===== config.mk =====
export PLATFORM = sky130hd
export DESIGN_NAME = irq_arbiter
export DESIGN_NICKNAME = d
export VERILOG_FILES = /design/src/rtl/irq_arbiter.sv
export SDC_FILE = /design/constraint.sdc
export NUM_CORES = 1
export LEC_CHECK = 0
export CAP_MARGIN = 10
export CORE_UTILIZATION = 38
export CTS_CLUSTER_DIAMETER = 100
export DETAILED_ROUTE_END_ITERATION = 10
export PLACE_DENSITY_LB_ADDON = 0.2
export SLEW_MARGIN = 20
export SYNTH_ARGS = -nofsm -noshare
export SYNTH_HDL_FRONTEND = slang
export SYNTH_SLANG_ARGS = --single-unit

===== constraint.sdc =====
create_clock -name clk -period 2.7 [get_ports clk]
set_input_delay 0.54 -clock clk [delete_from_list [all_inputs] [get_ports clk]]
set_output_delay 0.54 -clock clk [all_outputs]
set_load 0.01 [all_outputs]

===== src/rtl/irq_arbiter.sv =====
// irq_arbiter
//   Multi-source interrupt front end for the pipelined core. Each raw source
//   line is synchronised and edge-detected. Rising edges latch into a pending
//   vector. A round-robin pick among the enabled pending sources drives the
//   csr block's single interrupt request. The request is held until the core
//   takes it. The arbiter then waits for the ISR return before it issues the
//   next request.
//
// Ports
//   clk          core clock
//   rst          asynchronous, active-high reset
//   src_in       raw asynchronous interrupt lines (rising-edge events)
//   mask_we      load mask_wdata into the mask register
//   mask_wdata   new mask value, 1 = source enabled
//   irq_taken    1-cycle pulse, core redirected the PC to the ISR
//   irq_ret      1-cycle pulse, core returned from the ISR
//   irq          interrupt request to csr
//   cause_valid  cause_id holds the source currently being serviced
//   cause_id     index of the granted source
//   pending      latched events not yet serviced (masked sources included)
//   busy         arbiter is not idle

module irq_arbiter #(
  parameter int N_SRC       = 8,
  parameter int IDW         = 3,
  parameter int SYNC_STAGES = 2,
  parameter int TIMEOUT     = 255
) (
  input  logic             clk,
  input  logic             rst,
  input  logic [N_SRC-1:0] src_in,
  input  logic             mask_we,
  input  logic [N_SRC-1:0] mask_wdata,
  input  logic             irq_taken,
  input  logic             irq_ret,
  output logic             irq,
  output logic             cause_valid,
  output logic [IDW-1:0]   cause_id,
  output logic [N_SRC-1:0] pending,
  output logic             busy
);

  typedef enum logic [1:0] {
    IDLE    = 2'd0,
    ASSERT  = 2'd1,
    SERVICE = 2'd2
  } state_t;

  localparam logic [15:0] TIMEOUT_T = 16'(TIMEOUT);

  state_t                             state;
  logic [SYNC_STAGES-1:0][N_SRC-1:0]  sync_q;
  logic [N_SRC-1:0]                   src_prev;
  logic [N_SRC-1:0]                   src_event;
  logic [N_SRC-1:0]                   mask;
  logic [N_SRC-1:0]                   eligible;
  logic [N_SRC-1:0]                   clear_vec;
  logic [IDW-1:0]                     rr_ptr;
  logic [IDW-1:0]                     rr_next;
  logic [IDW-1:0]                     winner;
  logic [15:0]                        timer;

  // The synchroniser and edge registers reset to 0. A line that is already
  // high when reset is released therefore produces exactly one event.
  always_ff @(posedge clk or posedge rst) begin
    if (rst) begin
      sync_q   <= '0;
      src_prev <= '0;
    end else begin
      sync_q[0] <= src_in;
      for (int s = 1; s < SYNC_STAGES; s++) begin
        sync_q[s] <= sync_q[s-1];
      end
      src_prev <= sync_q[SYNC_STAGES-1];
    end
  end

  assign src_event = sync_q[SYNC_STAGES-1] & ~src_prev;

  // Clear the serviced source on the cycle the ISR returns.
  always_comb begin
    clear_vec = '0;
    if (state == SERVICE && irq_ret) begin
      clear_vec[cause_id] = 1'b1;
    end
  end

  // A new event is OR'd in after the clear. If an edge arrives on the clear
  // cycle, the set wins and the source stays pending.
  always_ff @(posedge clk or posedge rst) begin
    if (rst) begin
      pending <= '0;
    end else begin
      pending <= (pending & ~clear_vec) | src_event;
    end
  end

  always_ff @(posedge clk or posedge rst) begin
    if (rst) begin
      mask <= '1;
    end else if (mask_we) begin
      mask <= mask_wdata;
    end
  end

  assign eligible = pending & mask;

  // Round robin: take the first eligible index, scanning upward from rr_ptr
  // and wrapping from N_SRC-1 back to 0.
  always_comb begin
    int             idx;
    logic           found;
    logic [IDW-1:0] idx_w;
    winner = '0;
    found  = 1'b0;
    idx    = 0;
    idx_w  = '0;
    for (int k = 0; k < N_SRC; k++) begin
      idx = int'(rr_ptr) + k;
      if (idx >= N_SRC) begin
        idx = idx - N_SRC;
      end
      idx_w = IDW'(idx);
      if (!found && eligible[idx_w]) begin
        found  = 1'b1;
        winner = idx_w;
      end
    end
  end

  assign rr_next = (cause_id == IDW'(N_SRC - 1)) ? '0 : cause_id + IDW'(1);

  // Request FSM. The outputs are registered alongside the state.
  // The timer limits how long an untaken request may stay asserted. When it
  // expires, the FSM drops back to IDLE with pending untouched, so the source
  // is re-arbitrated after one idle cycle.
  always_ff @(posedge clk or posedge rst) begin
    if (rst) begin
      state       <= IDLE;
      irq         <= 1'b0;
      cause_valid <= 1'b0;
      cause_id    <= '0;
      timer       <= '0;
      rr_ptr      <= '0;
    end else begin
      case (state)
        IDLE: begin
          if (|eligible) begin
            state       <= ASSERT;
            cause_id    <= winner;
            irq         <= 1'b1;
            cause_valid <= 1'b1;
            timer       <= '0;
          end
        end
        ASSERT: begin
          if (irq_taken) begin
            state <= SERVICE;
            irq   <= 1'b0;
          end else if (timer == TIMEOUT_T) begin
            state       <= IDLE;
            irq         <= 1'b0;
            cause_valid <= 1'b0;
          end else begin
            timer <= timer + 16'd1;
          end
        end
        SERVICE: begin
          if (irq_ret) begin
            state       <= IDLE;
            cause_valid <= 1'b0;
            rr_ptr      <= rr_next;
          end
        end
        default: begin
          state       <= IDLE;
          irq         <= 1'b0;
          cause_valid <= 1'b0;
        end
      endcase
    end
  end

  assign busy = (state != IDLE);

endmodule


==> impl_metrics.csv, run 1 <==
group,metric,value,unit
run_status,outcome,"complete, no violations",
min_path,hp-class,"reg2reg",
layout,final_layout_size_suffix_gt1_frac,0.181,
sta,setup_viol,0,
placement,placed_cells,484,
yosys,syn_area,0.00346,mm^2
drt,totalWireLength,7830,um
clock_network,cts.sinks,66,
placement,gp_congestion,0.942,
layout,area_growth,23.2,%
pwr,pwr-share-comb,0.484,
critical_path,reg2reg_slack,0.16,ns
global_routing,grt-ovfl-total,0,
drt,ant_nets,0,
sta,rsz0062_at_grt,"no",
sta,slew_headroom,0.626,
critical_path,critPathCaptureType,"flip-flop",
yosys,ys_warn_count,0,
pwr,p_sw_frac,0.393,
sta,period_needed,2.54,ns
floorplan,coreArea,0.00876,mm^2
clock_network,cts_setup_buffers,0,
yosys,yosys-top-cells-area,"dfrtp_1 (42%), mux4_2 (7.2%), dfstp_2 (6.1%)",
yosys,synth_area_leader_cell,"dfrtp_1",
floorplan,ios,35,
sta,tightest_slew,0.560,ns
pwr,power_switching,1.80,mW
drt,drtPass1Iterations,4,
drt,vias_per_cell,5.44,
critical_path,r2r-end,"cause_id[2]",
floorplan,dieArea,0.00948,mm^2
global_routing,grt_max_degree,32,
critical_path,required,2.93,ns
placement,port_buffers,34,
yosys,synth_cell_type_count,50,
critical_path,cp_max_fo,12,
sta,fin_tns_setup,0,ns
floorplan,initial_core_util,0.394,
layout,num_antenna_cells,0,
clock_network,clock_path_buffers,2,
pwr,power.density,1070,mW/mm^2
yosys,synth_seq_cells,66,
yosys,avgSynthCellArea,10.3,um^2
placement,dp_hpwl,6060,um
clock_network,htreeDepth,3,
global_routing,grt_use_total,0.176,
floorplan,die_h,97.4,um
critical_path,r2r_start,"rr_ptr[0]",
pwr,p_clk_frac,0.225,
sta,fmax,394,MHz
clock_network,insertion_delay,0.34,ns
yosys,synthArstFlopShare,1.00,
critical_path,r2r_cells,8,
yosys,synth.most_common_cell,"dfrtp_1",
clock_network,cts_tree,"built",
yosys,ys_seq_area_frac,0.481,
yosys,synth-main-ff-cell,"dfrtp_1",
clock_network,path_clk_slew,0.08,ns
floorplan,num_rows,34,
clock_network,hold_buffers,0,
min_path,hold_path_startpoint,"sync_q[3]",
critical_path,crit_path_start_kind,"flip-flop",
layout,fin_cells,500,
drt,post-route-drc-count,0,
layout,num-nets-final,413,
pwr,leakage,1.74,nW
yosys,synth_nets,363,
yosys,synthTopCellsByCount,"dfrtp_1 (58), o21ai_0 (32), nand2_1 (27)",
drt,drt-initial-drc-count,146,
sta,timing.final.crit_share,0.940,
sta,finalHoldViolCount,0,
critical_path,crit_arrival,2.76,ns
yosys,postSynthCellCount,337,
global_routing,grt_first_pass_wirelength,13100,um
yosys,yosysTopAreaCellShare,0.420,
pwr,vdd_drop_max,0.339,mV
global_routing,grt_pass1_vias,2694,
clock_network,clockRootBuffer,"clkbuf_8",
sta,skew,0.0117,ns
global_routing,antenna_found_initial,0,
sta,slew_violations,0,
pwr,p_int,2.78,mW
critical_path,crit_type,"reg2reg",
min_path,holdPathStages,0,
flow_run,drv_cap,0,
yosys,synth_edf_count,0,
drt,wire_per_inst,15.7,um
drt,via_count,2719,
floorplan,die_w,97.4,um
clock_network,cts_buffers,9,
pwr,power_frac_seq,0.291,
min_path,whs_endpoint,"sync_q[11]",
## sequential cells by signal, indices dropped and copies added (netlist names)
signal / cells
sync_q: 16
timer: 16
mask: 8
pending: 8
src_prev: 8
cause_id: 3
rr_ptr: 3
state: 2
cause_valid: 1
irq: 1
## power groups by stage
stage / sequential [mW] / clock (mW) / combinational [mW]
after CTS: 1.33 / 1.05 / 2.19
final: 1.33 / 1.03 / 2.21
after detailed placement: 1.35 / 0 / 2.18
after global placement: 1.34 / 0 / 2.19
after global routing: 1.36 / 1.10 / 2.41
after floorplan: 1.28 / 0 / 1.58
## how the worst max path moves through the flow
stage	startpoint	endpoint	slack, ns	cells after the start
after global routing	rr_ptr[0]	cause_id[2]	0.01	8
final	rr_ptr[0]	cause_id[2]	0.16	8
after floorplan	rr_ptr[1]	cause_id[2]	0.01	9
after CTS	rr_ptr[0]	cause_id[2]	0.14	8
after detailed placement	rr_ptr[0]	cause_id[2]	0.17	8
after global placement	rr_ptr[0]	cause_id[2]	0.19	8
## layer usage
metal,share of wire,vias up,track usage
met4,0.019,0,0.0667
met5,0,-,0
met1,0.45,1313,0.230
met3,0.056,11,0.0424
li1,-,1326,-
met2,0.47,69,0.282
## cell usage in the layout (no fill, tap or decap), drive strengths merged, types with 3 or more instances in the layout
| master | Yosys | layout |
|---|---|---|
| o21ai | 34 | 34 |
| a211oi | 4 | 4 |
| and2 | 9 | 9 |
| bufinv | 0 | 3 |
| xnor2 | 6 | 6 |
| a21oi | 12 | 12 |
| mux2 | 10 | 10 |
| dfstp | 8 | 8 |
| a21o | 3 | 3 |
| clkdlybuf4s50 | 0 | 34 |
| o22ai | 4 | 4 |
| buf | 6 | 16 |
| nor2 | 25 | 25 |
| nand3 | 13 | 13 |
| or2 | 5 | 5 |
| inv | 20 | 22 |
| or3 | 4 | 4 |
| o211ai | 5 | 5 |
| ha | 5 | 5 |
| o31ai | 6 | 6 |
| nor3 | 11 | 11 |
| nand4 | 6 | 6 |
| nand2 | 27 | 27 |
| mux4 | 11 | 11 |
| clkbuf | 5 | 9 |
| dfrtp | 58 | 58 |
| xor2 | 4 | 4 |
| and3 | 5 | 5 |
| a21boi | 4 | 4 |
| a31oi | 4 | 4 |
| nand2b | 4 | 4 |
## area by class of cell
cell class	instances	area, um^2
tap	108	135
sequential	66	1660
multi-input combinational	240	1660
fill	801	4500
timing repair buffer	50	473
clock inverter	7	125
inverter	20	77.6
clock buffer	9	124
## critical path, stage by stage, from the launching register on
cell and delay (ns):
dfrtp_1 0.44, buf_4 0.21, nand3_1 0.09, a21boi_0 0.31
mux4_2 0.40, o2111ai_2 0.15, or3b_1 0.38, and3_1 0.19
o31a_1 0.27
## stage by stage
| stage | area (um^2) | utilization | power [mW] | hold WS [ns] | worst slack, ns |
|---|---|---|---|---|---|
| after global placement | 4010 | 0.458 | 3.53 | 0.332 | 0.192 |
| final | 4260 | 0.486 | 4.57 | 0.350 | 0.161 |
| after floorplan | 3460 | - | 2.86 | 0.331 | 0.0123 |
| after global routing | 4260 | 0.486 | 4.87 | 0.355 | 0.0126 |
| after CTS | 4260 | 0.486 | 4.58 | 0.351 | 0.143 |
| after detailed placement | 4010 | 0.458 | 3.53 | 0.335 | 0.166 |
## what timing repair did
| action | in CTS | in global routing |
|---|---|---|
| endpoints found under the hold margin | 0 | 0 |
| resized for setup | 0 | 1 |
| setup endpoints to repair | 0 | 1 |
## cells by family (layout without fill, tap and decap cells)
kind of cell               count (synthesis)  in the layout  share of synthesized area
buffers and inverters                     31             86                     0.0380
DFF                                       66             66                      0.481
AOI/OAI and AO/OA                         87             87                      0.159
xor gates and xnor gates                  10             10                     0.0275
and+or+nand+nor                          115            115                      0.167
adders and majority gates                  5              5                     0.0181
muxes                                     23             23                      0.110
No activity file was read; power rests on OpenSTA's default activity.
==> inputs of run 2 (changes only) <==
- CAP_MARGIN: 10 -> 20
==> results of run 2 <==
The final DEF is identical to that of run 1; final timing and power are the same.
